[src/rtl/rbe_input_pingpong_register.sv]
// rbe_input_pingpong_register
//   Double-buffered feature register. Two banks hold up to NREG TP-bit words each.
//   One bank fills from the TCDM-side stream while the other is replayed o_rep times
//   to the binary-conv engine, so load and extract overlap without a bubble.
//
// Parameters
//   TP       word width (input elements per beat)
//   NREG     max words per vector per bank (>= 2)
//   CNT_SIZE width of the repetition count
//   VW       width of i_vlen_i, derived as $clog2(NREG)+1
//
// Ports
//   clk_i, rst_i      clock, synchronous active-high reset
//   enable_i          0 freezes all state and drops ready/valid
//   clear_i           synchronous flush, same effect as rst_i
//   i_vlen_i, o_rep_i words per vector / replays, latched at each bank's first beat
//   feat_i_*          sink stream (strb ignored)
//   feat_o_*          source stream (strb tied high), data is 0 when not valid
//   last_o            last word of the last replay of a bank
//   bank_full_o       per-bank full flags
//   busy_o            any bank full or a load partially done
//   err_o             only with RBE_INPUT_PINGPONG_ERR_EN: sticky flag for out-of-range
//                     vlen/rep seen at a first-beat latch
module rbe_input_pingpong_register #(
  parameter  int TP       = 32,
  parameter  int NREG     = 9,
  parameter  int CNT_SIZE = 8,
  localparam int VW       = $clog2(NREG) + 1
) (
  input  logic                clk_i,
  input  logic                rst_i,
  input  logic                enable_i,
  input  logic                clear_i,
  input  logic [VW-1:0]       i_vlen_i,
  input  logic [CNT_SIZE-1:0] o_rep_i,
  input  logic [TP-1:0]       feat_i_data,
  input  logic                feat_i_valid,
  output logic                feat_i_ready,
  input  logic [(TP+7)/8-1:0] feat_i_strb,
  output logic [TP-1:0]       feat_o_data,
  output logic                feat_o_valid,
  input  logic                feat_o_ready,
  output logic [(TP+7)/8-1:0] feat_o_strb,
  output logic                last_o,
  output logic [1:0]          bank_full_o,
  output logic                busy_o
`ifdef RBE_INPUT_PINGPONG_ERR_EN
  ,
  output logic                err_o
`endif
);

  localparam int IW = $clog2(NREG);

  logic [1:0]               full_q, full_d;
  logic                     wr_sel_q, rd_sel_q;
  logic [VW-1:0]            wr_cnt_q, rd_idx_q;
  logic [CNT_SIZE-1:0]      rep_cnt_q;
  logic [1:0][VW-1:0]       vlen_q;
  logic [1:0][CNT_SIZE-1:0] rep_q;
  logic [TP-1:0]            bank_q [2][NREG];

  logic [VW-1:0]       eff_vlen, cur_vlen, rd_vlen;
  logic [CNT_SIZE-1:0] eff_rep, rd_rep;
  logic flush, first_beat, wr_hs, wr_done, rd_hs, rd_wrap, rd_rel;

  logic unused_strb;
  assign unused_strb = ^feat_i_strb;
  assign feat_o_strb = '1;

  always_comb begin
    eff_vlen = i_vlen_i;
    if (i_vlen_i == '0)              eff_vlen = VW'(1);
    else if (i_vlen_i > VW'(NREG))   eff_vlen = VW'(NREG);
    eff_rep = (o_rep_i == '0) ? CNT_SIZE'(1) : o_rep_i;
  end

  assign flush      = rst_i | clear_i;
  assign first_beat = (wr_cnt_q == '0);
  // The first beat completes against the live (clamped) length, later beats against the latched one.
  assign cur_vlen   = first_beat ? eff_vlen : vlen_q[wr_sel_q];

  // Write side
  assign feat_i_ready = enable_i & ~flush & ~full_q[wr_sel_q];
  assign wr_hs        = feat_i_valid & feat_i_ready;
  assign wr_done      = wr_hs & (wr_cnt_q == cur_vlen - VW'(1));

  // Read side
  assign rd_vlen      = vlen_q[rd_sel_q];
  assign rd_rep       = rep_q[rd_sel_q];
  assign feat_o_valid = enable_i & full_q[rd_sel_q];
  assign rd_wrap      = (rd_idx_q == rd_vlen - VW'(1));
  assign last_o       = feat_o_valid & rd_wrap & (rep_cnt_q == rd_rep - CNT_SIZE'(1));
  assign rd_hs        = feat_o_valid & feat_o_ready;
  assign rd_rel       = rd_hs & last_o;
  assign feat_o_data  = feat_o_valid ? bank_q[rd_sel_q][rd_idx_q[IW-1:0]] : '0;

  assign bank_full_o = full_q;
  assign busy_o      = (|full_q) | (wr_cnt_q != '0);

  // Write-complete and release always target different banks (full gates each side),
  // so setting and clearing in the same cycle never collide.
  always_comb begin
    full_d = full_q;
    if (wr_done) full_d[wr_sel_q] = 1'b1;
    if (rd_rel)  full_d[rd_sel_q] = 1'b0;
  end

  // Storage carries no reset: contents are meaningless until a bank is refilled.
  always_ff @(posedge clk_i) begin
    if (wr_hs) bank_q[wr_sel_q][wr_cnt_q[IW-1:0]] <= feat_i_data;
  end

  always_ff @(posedge clk_i) begin
    if (flush) begin
      full_q    <= '0;
      wr_sel_q  <= 1'b0;
      rd_sel_q  <= 1'b0;
      wr_cnt_q  <= '0;
      rd_idx_q  <= '0;
      rep_cnt_q <= '0;
      vlen_q    <= '0;
      rep_q     <= '0;
    end else begin
      if (wr_hs) begin
        if (first_beat) begin
          vlen_q[wr_sel_q] <= eff_vlen;
          rep_q[wr_sel_q]  <= eff_rep;
        end
        if (wr_done) begin
          wr_cnt_q <= '0;
          wr_sel_q <= ~wr_sel_q;
        end else begin
          wr_cnt_q <= wr_cnt_q + VW'(1);
        end
      end
      if (rd_hs) begin
        if (rd_wrap) begin
          rd_idx_q <= '0;
          if (last_o) begin
            rep_cnt_q <= '0;
            rd_sel_q  <= ~rd_sel_q;
          end else begin
            rep_cnt_q <= rep_cnt_q + CNT_SIZE'(1);
          end
        end else begin
          rd_idx_q <= rd_idx_q + VW'(1);
        end
      end
      full_q <= full_d;
    end
  end

`ifdef RBE_INPUT_PINGPONG_ERR_EN
  logic err_q;
  always_ff @(posedge clk_i) begin
    if (flush) err_q <= 1'b0;
    else if (wr_hs && first_beat &&
             (i_vlen_i == '0 || i_vlen_i > VW'(NREG) || o_rep_i == '0))
      err_q <= 1'b1;
  end
  assign err_o = err_q;
`endif

endmodule

[config.mk]
export PLATFORM = sky130hd
export DESIGN_NAME = rbe_input_pingpong_register
export DESIGN_NICKNAME = d
export VERILOG_FILES = /design/src/rtl/rbe_input_pingpong_register.sv
export SDC_FILE = /design/constraint.sdc
export NUM_CORES = 1
export LEC_CHECK = 0
export ABC_CLOCK_PERIOD_IN_PS = 6700
export BUFFER_PORTS_ARGS = -buffer_cell sky130_fd_sc_hd__buf_2
export CORE_MARGIN = 1
export CORE_UTILIZATION = 35
export DETAILED_ROUTE_END_ITERATION = 8
export PLACE_DENSITY_LB_ADDON = 0.15
export SYNTH_ARGS = -nofsm -noshare
export SYNTH_HDL_FRONTEND = slang
export SYNTH_SLANG_ARGS = --single-unit
[constraint.sdc]
create_clock -name clk_i -period 6.7 [get_ports clk_i]
set_input_delay 1.005 -clock clk_i [delete_from_list [all_inputs] [get_ports clk_i]]
set_output_delay 1.005 -clock clk_i [all_outputs]
set_load 0.1 [all_outputs]
==> flow_summary.ini, run 1 <==
[power_and_ir_drop]
p_sw_mw = 1.67
p_clk_frac = 0.477
switching_share = 0.200
p_per_area_nw_per_um2 = 288
peakVddDrop_v = 0.000202
power_leakage_nw = 8.83
pwr-share-comb = 0.014
seq_power_share = 0.509
p_int_mw = 6.70
p_total_mw = 8.37

[critical_path]
crit_type = reg2out
crit_top_cell = nor2_1
critical_path.max_fanout = 37
cp-start-kind = flip-flop
slowest_stage = or4_2
crit_required_ps = 5690
slowest_delay_ps = 1120
cp_top_family = simple AND/OR/NAND/NOR gates
setup.worst_path.end_class = output port
cp_cell_sequence = or4_2, buf_4, nor2_1, a21oi_1, nor2_1, buf_2
critPathBufInv = 2
cp.arrival_ps = 3780

[sta]
slew_viol_final = 0
fin_setup_tns_ps = 0
whs_ps = 444
setup_violations = 0
fin_crit_sh = 0.714
worst_pin_slew_ps = 1090
max_freq_ghz = 0.209
rsz0062_at_grt = no
worst_slack_ps = 1920
final_hold_viol_count = 0
relSlewSlack = 0.274
period_minus_slack_ps = 4780
clock_skew_ps = 27.3

[cts]
post_cts_buffers = 0
clockBufferDepth = 3
cts.sinks = 625
cts.repair.resized = 0
clk_pin_slew_ps = 50
h-tree-depth = 3
ctsHoldBuffers = 0
root_buffer = clkbuf_16
cts_tree = done
clk_latency_ps = 620
numCtsBuffers = 71

[synthesis]
synth_fa_ha_area_frac = 0.00452
synth_edf_count = 576
synthCells = 1286
async_flop_share = 0
synth_top_family_by_area = multiplexers
ys_types = 53
ys_warn_count = 0
ys.flop_type = edfxtp_1
avgSynthCellArea_sq_um = 19.4
synth-simple-area-share = 0.0434
synth_area_leaders = edfxtp_1 (69%), mux4_2 (14%), dfxtp_1 (3.9%), mux2i_1 (2.9%), nor2_1 (1.9%)
synth-xor-area-share = 0.0123
synth_top_area_share = 0.694
ys_seq_area_frac = 0.734
synth_compound_area_frac = 0.0184
yosysTopAreaCell = edfxtp_1
ys_ff_latch = 625
muxShareOfSynthArea = 0.174
netlist_area_sq_um = 24900

[run]
max-cap-violations = 0

[detailed_routing]
firstDrtPassIters = 5
vias = 12300
drc = 0
antenna_left = 0
wirelength_microns = 60200
wire_per_inst_microns = 25.1
viasPerCell = 5.13
drt_iter0_drc = 880

[cells_and_area]
drive_gt1_frac = 0.283
layout.nets = 1471
design_area_sq_um = 29000
n_fill_cell = 6225
syn_to_final_growth_pct = 16.6
seqCellArea_sq_um = 18300
multi_input_area_sq_um = 6430

[grt]
antenna_found_initial = 3
grt_max_degree = 134
grt_use_total = 0.171
grt_pass1_wl_microns = 88000
grt_overflow = 0
grt_pass1_vias = 12700

[die]
ios = 97
die_w_microns = 269
fp.coreArea_sq_um = 70300
num_rows = 97
die_h_microns = 269
die-area_sq_um = 72200
start_util = 0.354

[place]
port_buffers = 88
hpwl_microns = 30800
place.gp.congestion = 0.718
pre_cts_ws_ps = 2410
dpl-instance-area_sq_um = 26600

[worst_hold_path]
worstHoldPathType = reg2reg

[run_status]
status = completed
==> sequential cells by signal (all words and copies together) (netlist names), named ones only <==
signal       cells
bank_full_o      2
bank_q         576
rd_idx_q         5
rd_sel_q         1
rep_cnt_q        8
rep_q           16
vlen_q          10
wr_cnt_q         5
wr_sel_q         1
==> per-stage QoR <==
step           instances   util
2_1_floorplan       1289      -
3_3_place_gp        2274  0.379
3_5_place_dp        2274  0.379
4_1_cts             2400  0.413
5_1_grt             2400  0.413
6_report            2402  0.413
==> final timing paths <==
| check | from | endpoint | slack [ps] | cells after the start |
|---|---|---|---|---|
| setup / recovery | rd_idx_q[1] | feat_o_data[10] | 1920 | 6 |
| hold / removal | vlen_q[4] | vlen_q[4] | 440 | 2 |
| setup reg to reg | wr_sel_q | bank_q[1][114] | 3070 | 5 |
| hold reg to reg | vlen_q[4] | vlen_q[4] | 440 | 2 |
==> kinds of logic (layout without fill, tap and decap cells) <==
logic type      Yosys count  count (layout)
other cells               1               6
simple gates            229             229
compound gates           75              75
xor+xnor                 35              35
mux                     232             232
flops                   625             625
buf+inv                  80             251
fa+ha+maj                 9               9
==> cell usage after synthesis, drive strengths merged, types with 2 or more instances <==
cell and n:
a311oi 2, nand3b 2, nand3 11, nand2 25, or3b 2, and2 2
and4 2, nor2 128, a211oi 6, xnor2 21, nor3 21, clkbuf 38
a31oi 2, o31ai 2, mux4 160, nand4 7, nor4 4, nor3b 5
dfxtp 49, ha 9, or3 6, mux2i 72, o21ai 8, xor2 14
o21a 2, o22ai 3, a21oi 45, nand2b 6, inv 9, and3 3
nor4b 3, buf 33, edfxtp 576
==> power groups by stage <==
| stage | clock network (mW) | registers [mW] | logic (mW) |
|---|---|---|---|
| after global placement | 0 | 4.34 | 0.115 |
| after detailed placement | 0 | 4.34 | 0.120 |
| final | 3.99 | 4.26 | 0.120 |
| after global routing | 4.23 | 4.26 | 0.131 |
| after CTS | 4.09 | 4.26 | 0.121 |
| after floorplan | 0 | 4.35 | 0.0492 |
==> per-layer routing <==
layer / up-vias / global-route usage / routed length (microns)
li1: 5451 / - / -
met1: 6522 / 0.245 / 28200
met2: 262 / 0.270 / 28200
met3: 87 / 0.0338 / 2660
met4: 4 / 0.0404 / 1140
met5: - / 0 / 27
==> layout by cell type (no fill, tap or decap), drive strengths merged, types with 7 or more instances in the layout <==
master	instances
nand4	7
bufinv	11
nor2	128
ha	9
clkinv	29
a21oi	45
clkbuf	84
nor3	21
buf	116
xor2	14
xnor2	21
edfxtp	576
inv	10
dfxtp	49
mux4	160
o21ai	8
nand3	11
nand2	25
mux2i	72
==> cell type report <==
cell class | instances | share of cell area
repair buffers | 116 | 0.0237
clock buffers | 84 | 0.0636
inverters | 9 | 0.00116
flip-flops and latches | 625 | 0.630
well taps | 940 | 0.0405
diodes | 2 | 0.000172
clock inverters | 42 | 0.0197
multi-input cells | 584 | 0.222
==> worst register-to-register path: cells and delay by family (launching register included) <==
| family | cells | cell delay [ps] |
|---|---|---|
| AOI/OAI and AO/OA | 1 | 390 |
| DFF | 1 | 870 |
| buffers and inverters | 1 | 440 |
| and+or+nand+nor | 3 | 1620 |
Note: power is estimated with default switching activity, not from simulation.
==> inputs of run 2 (changes only) <==
--- a/config.mk
+++ b/config.mk
@@ -5,7 +5,8 @@
 export SDC_FILE = /design/constraint.sdc
 export NUM_CORES = 1
 export LEC_CHECK = 0
-export ABC_CLOCK_PERIOD_IN_PS = 6700
+export ABC_AREA = 1
+export ABC_CLOCK_PERIOD_IN_PS = 4900
 export BUFFER_PORTS_ARGS = -buffer_cell sky130_fd_sc_hd__buf_2
 export CORE_MARGIN = 1
 export CORE_UTILIZATION = 35
==> constraint.sdc (replaced) <==
create_clock -name clk_i -period 4.9 [get_ports clk_i]
set_input_delay 0.735 -clock clk_i [delete_from_list [all_inputs] [get_ports clk_i]]
set_output_delay 0.735 -clock clk_i [all_outputs]
set_load 0.1 [all_outputs]
==> run 2 against run 1 <==
Against the previous run: non-clock buffer count grew 27; sequential power grew 37%; via count grew 39%; synthesized area grew 3.1%; clock-buffer cell count grew 7; sequential share of layout area shrank 1.9 points; largest cell class unchanged.
==> flow_summary.ini, run 2 <==
[detailed_routing]
viasPerCell = 5.23
wirelength_microns = 71100
drc = 0
antenna_left = 0
drt_iter0_drc = 1359
wire_per_inst_microns = 21.7
firstDrtPassIters = 5
vias = 17100

[synthesis]
synth_fa_ha_area_frac = 0.00439
ys.flop_type = edfxtp_1
synth_edf_count = 576
ys_types = 45
netlist_top_cells_count = edfxtp_1 (576), nand2_1 (355), nor2_1 (325), o21ai_0 (290), clkbuf_1 (96)
synth-simple-area-share = 0.132
netlist_area_sq_um = 25700
ys_warn_count = 0
synth_top_area_share = 0.674
ys_seq_area_frac = 0.712
synth_area_leaders = edfxtp_1 (67%), o21ai_0 (5.7%), nand2_1 (5.2%), nor2_1 (4.8%), dfxtp_1 (3.8%)
synth-xor-area-share = 0.00531
ys_ff_latch = 625
yosysTopAreaCell = edfxtp_1
synthCells = 2190
muxShareOfSynthArea = 0
avgSynthCellArea_sq_um = 11.7
async_flop_share = 0
synth_top_family_by_area = simple AND/OR/NAND/NOR gates
synth_compound_area_frac = 0.113
yosysMostFrequentCell = edfxtp_1

[die]
ios = 97
die-area_sq_um = 74400
start_util = 0.357
fp.coreArea_sq_um = 72000
num_rows = 98
die_h_microns = 273
die_w_microns = 273

[cells_and_area]
syn_to_final_growth_pct = 16.6
largest_reg_flops = 576
n_fill_cell = 6692
mostFrequentLayoutCell = edfxtp_1
layout.nets = 2336
design_area_sq_um = 29900
layout_common_cells = edfxtp_1 (576), nand2_1 (355), nor2_1 (306)
final_core_util = 0.416
drive_gt1_frac = 0.131
instances_no_fill = 3280

[critical_path]
reg2reg_setup_slack_ps = 1780
crit_required_ps = 4160
cp_cell_sequence = clkinv_2, buf_12, o21ai_0, o22ai_1, nand2_1, nand3_1, nand2_1, a21oi_1, buf_2
setup.worst_path.end_class = output port
slowest_delay_ps = 590
slowest_stage = dfxtp_4
critical_path.max_fanout = 122
cp.arrival_ps = 3530
crit_type = reg2out
cp-start-kind = flip-flop
crit_top_cell = nand2_1

[sta]
final_hold_viol_count = 0
relSlewSlack = 0.243
setup_violations = 0
worst_pin_slew_ps = 1130
clock_skew_ps = 19.9
fin_crit_sh = 0.870
fin_setup_tns_ps = 0
slew_viol_final = 0
max_freq_ghz = 0.235
period_minus_slack_ps = 4260
rsz0062_at_grt = no

[power_and_ir_drop]
seq_power_share = 0.526
p_clk_frac = 0.457
p_int_mw = 8.79
pwr-share-comb = 0.017
p_total_mw = 11.1
p_sw_mw = 2.29
peakVddDrop_v = 0.000208
p_per_area_nw_per_um2 = 370
switching_share = 0.207
power_leakage_nw = 10.3

[cts]
cts.repair.resized = 0
ctsHoldBuffers = 0
cts_tree = done
post_cts_buffers = 0
h-tree-depth = 3
numCtsBuffers = 71
cts.sinks = 625
root_buffer = clkbuf_16
clk_latency_ps = 610
clk_pin_slew_ps = 60
clockBufferDepth = 3

[place]
port_buffers = 88
dp.cells = 3149
place.gp.congestion = 0.789
dpl-instance-area_sq_um = 27700
hpwl_microns = 39200

[grt]
grt_pass1_vias = 17000
grt_pass1_wl_microns = 107000
antenna_found_initial = 3
grt_use_total = 0.192
grt_overflow = 0
grt_max_degree = 132

[run]
max-cap-violations = 0

[run_status]
status = completed

[worst_hold_path]
worstHoldPathType = in2reg
## run 2: area by class of cell
class,count,area [sq um],share of cell area
flip-flops and latches,625,18300,0.611
well taps,950,1190,0.0397
clock inverters,38,307,0.0102
repair buffers,143,1270,0.0424
multi-input cells,1360,6710,0.224
inverters,71,278,0.00928
diodes,2,5.00,0.000167
clock buffers,91,1900,0.0636
## run 2: power by group through the flow
stage | registers [mW] | clock network, mW | logic [mW]
6_report | 5.83 | 5.06 | 0.185
5_1_grt | 5.82 | 5.36 | 0.205
4_1_cts | 5.83 | 5.16 | 0.187
3_5_place_dp | 5.94 | 0 | 0.187
3_3_place_gp | 5.94 | 0 | 0.182
2_1_floorplan | 5.94 | 0 | 0.0802
## run 2: logic make-up (layout without fill, tap and decap cells)
| family | after synthesis | in the layout |
|---|---|---|
| and+or+nand+nor | 822 | 822 |
| DFF | 625 | 625 |
| AOI/OAI and AO/OA | 511 | 511 |
| buffers and inverters | 208 | 343 |
| xor gates and xnor gates | 14 | 14 |
| adders and majority gates | 9 | 9 |
| other | 1 | 6 |
## run 2: critical path, delay by kind of cell (launching register included)
kind	cells	cell delay, ps
AOI/OAI and AO/OA	3	810
and+or+nand+nor	3	300
buffers and inverters	3	1200
DFF	1	590
## run 2: final timing paths
kind / endpoint / start / cells after the start
setup / recovery: feat_o_data[22] / rd_idx_q[0] / 9
hold / removal: rep_q[4] / o_rep_i[4] / 3
setup reg to reg: bank_q[1][287] / wr_sel_q / 4
hold reg to reg: rep_q[14] / rep_q[14] / 2
## run 2: metal layers
metal | vias to the layer above | wire (microns) | GRT usage
li1 | 8057 | - | -
met1 | 8547 | 32400 | 0.266
met2 | 425 | 33700 | 0.311
met3 | 110 | 3170 | 0.0297
met4 | 2 | 1830 | 0.0597
met5 | - | 12 | 0
## run 2: per-stage QoR
stage | setup slack (ps) | hold slack, ps
after floorplan | 72.6 | 429
after global placement | 1200 | 441
after detailed placement | 1210 | 453
after CTS | 553 | 384
after global routing | 428 | 389
final | 638 | 411
